<file path="src/rtl/up_down_counter_with_clk_divider_core.sv">
// Up/down counter pair advanced by a clock-enable divider tick.
// Define UDC_DIV_BYPASS_EN to remove the divider (tick on every enabled edge).
module up_down_counter_with_clk_divider_core #(
  parameter int WIDTH     = 4,
  parameter int DIV_RATIO = 2
) (
  input  logic             clk,
  input  logic             rst,
  input  logic             sel,
  input  logic             enable,
  output logic [WIDTH-1:0] count_up,
  output logic [WIDTH-1:0] count_down
);

  logic             w_tick;
  logic [WIDTH-1:0] r_count_up;
  logic [WIDTH-1:0] r_count_down;

`ifdef UDC_DIV_BYPASS_EN
  assign w_tick = enable;
`else
  localparam int DW =
    (DIV_RATIO > 1) ? $clog2(DIV_RATIO) : 1;
  localparam logic [DW-1:0] DIV_LAST =
    DW'(DIV_RATIO - 1);

  logic [DW-1:0] r_div_cnt;

  assign w_tick = enable &&
    (r_div_cnt == DIV_LAST);

  // Phase freezes while disabled.
  always_ff @(posedge clk or posedge rst) begin
    if (rst) begin
      r_div_cnt <= '0;
    end else if (enable) begin
      r_div_cnt <= w_tick ? '0
        : r_div_cnt + 1'b1;
    end
  end
`endif

  always_ff @(posedge clk or posedge rst) begin
    if (rst) begin
      r_count_up   <= '0;
      r_count_down <= '1;
    end else if (w_tick) begin
      if (sel) begin
        r_count_down <= r_count_down - 1'b1;
      end else begin
        r_count_up <= r_count_up + 1'b1;
      end
    end
  end

  assign count_up   = r_count_up;
  assign count_down = r_count_down;

endmodule

</file>
<file path="config.mk">
export PLATFORM = sky130hd
export DESIGN_NAME = up_down_counter_with_clk_divider_core
export DESIGN_NICKNAME = d
export VERILOG_FILES = /design/src/rtl/up_down_counter_with_clk_divider_core.sv
export SDC_FILE = /design/constraint.sdc
export NUM_CORES = 1
export LEC_CHECK = 0
export CORE_AREA = 2 2 39 41
export DETAILED_ROUTE_END_ITERATION = 10
export DIE_AREA = 0 0 41 43
export DONT_BUFFER_PORTS = 1
export GPL_ROUTABILITY_DRIVEN = 0
export GPL_TIMING_DRIVEN = 0
export SLEW_MARGIN = 20
export SYNTH_ARGS = -nofsm -noshare
export SYNTH_HDL_FRONTEND = slang
export SYNTH_SLANG_ARGS = --single-unit
</file>
<file path="constraint.sdc">
create_clock -name clk -period 2.05 [get_ports clk]
set_input_delay 0.41 -clock clk [delete_from_list [all_inputs] [get_ports clk]]
set_output_delay 0.41 -clock clk [all_outputs]
set_load 0.005 [all_outputs]
</file>
Word level (Yosys, flattened, before mapping)
Cells that the tools add are included.
- register bits: 9
- bits of input ports: 4
- logic and storage cells: 11
- $add $sub $neg: 3
- multiplexer cells: 1
- bitwise logic cells: 1
- reduce and logical (&&, ||, !) cells: 3
- operators by type and width (cell ; number):
    4-bit by 1-bit adder with 4-bit output (second input constant) ; 1
    2-bit AND reduction ; 2
    4-bit by 1-bit subtractor with 4-bit output (second input constant) ; 1
    1-bit adder (second input constant) ; 1
    1-bit logical AND ; 1
    1-bit two-way mux ; 1
    1-bit NOT ; 1

Logic depth before layout (Yosys ltp)
- depth in word-level cells: 2
- gate-level depth with buffers: 4
- mapped depth without buffers: 4

Least setup slack after synthesis
OpenSTA, ideal clock, no wires.
- kind: input -> register
- from: input sel
- to: register r_count_up[1], in the netlist count_up[1]
- setup time: 125 ps
- arrival time: 984 ps
- required time: 1925 ps
- path slack: 941 ps
- stages on the path: 2
- path buffers: 0
- cells stage by stage: and3b_2 -> mux2_2
- word-level cells in the longest chain between the ends: 2
- ends and longest elaborated chain (item ; RTL line ; RTL):
    start: declaration ; 9 ; input logic sel,
    1-bit NOT (no source line) ; - ;
    2-bit AND reduction (no source line) ; - ;
    end signal: assignment ; 51 ; r_count_up <= r_count_up + 1'b1;
    end: declaration ; 16 ; logic [WIDTH-1:0] r_count_up;
Every way passes these cells.
A chain may end at the register's enable or synchronous reset.

Worst setup path after layout
- from: register r_count_down[0], in the netlist count_down[0]
- to: output count_down[0]
- RTL lines (item ; RTL line ; RTL):
    start: declaration ; 17 ; logic [WIDTH-1:0] r_count_down;
    start signal: assignment ; 49 ; r_count_down <= r_count_down - 1'b1;
    end: declaration ; 12 ; output logic [WIDTH-1:0] count_down
No word-level cell between the ends.

==> flow_metrics.py <==
metrics = {
    "job": {
        "maxCapViolations": 0,
    },
    "critical_path": {
        "cp.arrival_ns": 0.83,
        "cp.required_ns": 1.64,
        "endpoint_kind": "output port",
        "startpoint_type": "register",
        "cp_max_fo": 4,
        "path_class": "register to output port",
    },
    "run_status": {
        "outcome": "finished clean",
    },
    "clocking": {
        "cts_tree": "done",
        "clkTransAtPathRegs_ns": 0.06,
        "cts_buffers": 3,
        "clockBufferDepth": 2,
        "insertion_delay_ns": 0.26,
        "cts_root_buf": "clkbuf_4",
        "clock_sinks": 9,
        "post_cts_buffers": 0,
        "cts_hold_buffers": 1,
        "cts-resized-gates": 0,
        "htree_levels": 1,
    },
    "drt": {
        "num_vias": 246,
        "ant_nets": 0,
        "drt_iter0_markers": 0,
        "viasPerCell": 4.82,
        "firstDrtPassIters": 1,
        "route.detailed.drc": 0,
        "wl_per_cell_um": 14.2,
        "wl_um": 722,
    },
    "floorplan": {
        "die-area_um2": 1760,
        "rows": 14,
        "core_area_um2": 1380,
        "die_x_um": 41,
        "start_util": 0.287,
        "ios": 12,
        "die_h_um": 43,
    },
    "timing": {
        "tightest_slew_ns": 0.335,
        "fmax_mhz": 804,
        "setup_viol": 0,
        "timing.final.crit_share": 0.607,
        "period_needed_ns": 1.24,
        "skew_ns": 0.00182,
        "worst_hold_slack_ns": 0.234,
        "final-max-slew-violation-count": 0,
        "setup_tns_ns": 0,
        "rsz0062_at_grt": "no",
        "hold_viol": 0,
        "maxSlewHeadroom": 0.777,
    },
    "yosys": {
        "yosysTopAreaCell": "dfrtp_1",
        "netlist_instances": 30,
        "yosysWarnings": 0,
        "synth_cell_types": 13,
        "synth_top_area_share": 0.315,
        "ys_seq_elements": 9,
        "synth_area_um2": 397,
        "synthTopCellsByArea": "dfrtp_1 32%, dfstp_2 26%, xnor2_1 8.8%",
        "syn-mean-instance-area_um2": 13.2,
        "synth_seq_area_share": 0.580,
        "synth.net_count": 36,
    },
    "global_route": {
        "antenna_found_initial": 0,
        "grt-ovfl-total": 0,
        "grt_start_max_net_pins": 10,
        "grtUsageTotal": 0.108,
        "grt_pass1_vias": 314,
        "grt_pass1_wl_um": 1230,
    },
    "placement": {
        "io_buffers": 0,
        "hpwlAfterDp_um": 572,
        "dp_cells": 46,
        "place_area_um2": 417,
    },
    "cells_and_area": {
        "syn2layout_area_growth_pct": 14.2,
        "postLayoutCellArea_um2": 453,
        "fin_nets": 42,
        "final_cell_count_no_fill": 51,
        "diodes": 0,
        "final_layout_size_suffix_gt1_frac": 0.314,
    },
    "pwr": {
        "p_leak_nw": 0.195,
        "irDropWorstVdd_mv": 0.577,
        "p_per_area_nw_per_um2": 1570,
        "total_power_w": 0.000710,
    },
    "worst_hold_path": {
        "hold_path_class": "primary input to register",
    },
}
[sequential cells by signal, summed over array words and instances, names as in the netlist]
| name | count |
|---|---|
| count_down | 4 |
| count_up | 4 |
| r_div_cnt | 1 |
[kinds of logic (layout without fill, tap and decap cells)]
| logic type | count (synthesis) | in the layout | share of synthesized area |
|---|---|---|---|
| flops | 9 | 9 | 0.580 |
| mux | 1 | 1 | 0.0284 |
| buf+inv | 3 | 8 | 0.0284 |
| fa+ha+maj | 2 | 2 | 0.0631 |
| compound gates | 1 | 1 | 0.0126 |
| xor+xnor | 7 | 7 | 0.155 |
| simple gates | 7 | 7 | 0.132 |
[power breakdown]
| part | switching, W | total [W] | internal, W | leakage, nW |
|---|---|---|---|---|
| combinational | 0.0000687 | 0.000157 | 0.0000878 | 0.0782 |
| sequential | 0.000117 | 0.000417 | 0.000300 | 0.102 |
| clock | 0.0000616 | 0.000137 | 0.0000750 | 0.0150 |
[cell usage after synthesis (all sizes together)]
library cell and count:
dfrtp 5, dfstp 4, xnor2 4, inv 3
xor2 3, ha 2, nand2 2, nand4 2
and3b 1, mux2 1, nand3 1, nor4 1
o21ai 1
[final timing paths]
path	depth (start not counted)	to	from	slack (ns)
setup / recovery	0	count_down[0]	count_down[0]$_DFFE_PP1P_	0.81
hold / removal	1	r_div_cnt$_DFFE_PP0P_	enable	0.23
setup reg to reg	3	count_down[1]$_DFFE_PP1P_	count_down[0]$_DFFE_PP1P_	0.89
hold reg to reg	2	count_down[1]$_DFFE_PP1P_	count_down[1]$_DFFE_PP1P_	0.52
max in group asynchronous	2	count_down[2]$_DFFE_PP1P_	rst	1.21
min in group asynchronous	2	count_up[2]$_DFFE_PP0P_	rst	0.55
[layout by cell type, fill, tap and decap left out, types with 2 or more instances in the layout]
cell,instances
clkbuf_4,3
dfrtp_1,5
dfstp_2,4
ha_1,2
inv_1,3
nand2_1,2
nand4_1,2
xnor2_1,4
xor2_1,3
[metrics by stage]
step	setup slack (ns)	util
finish	0.806	0.327
global route	0.774	0.327
CTS	0.792	0.327
detailed placement	0.892	0.301
global placement	0.926	0.301
floorplan	0.941	-
[metal layers]
metal	GRT usage	part of all wire	up-vias
li1	-	-	108
met4	0.0800	0	0
met3	0.0576	0.11	0
met2	0.172	0.55	14
met1	0.0960	0.34	124
met5	0	0	-
[area by class of cell]
| class | count | area (µm²) |
|---|---|---|
| multi-input combinational | 18 | 155 |
| tap | 16 | 20.0 |
| sequential | 9 | 230 |
| fill | 147 | 931 |
| timing repair buffer | 1 | 10.0 |
| clock buffer | 4 | 26.3 |
| inverter | 3 | 11.3 |
(Power assumes the default switching activity.)
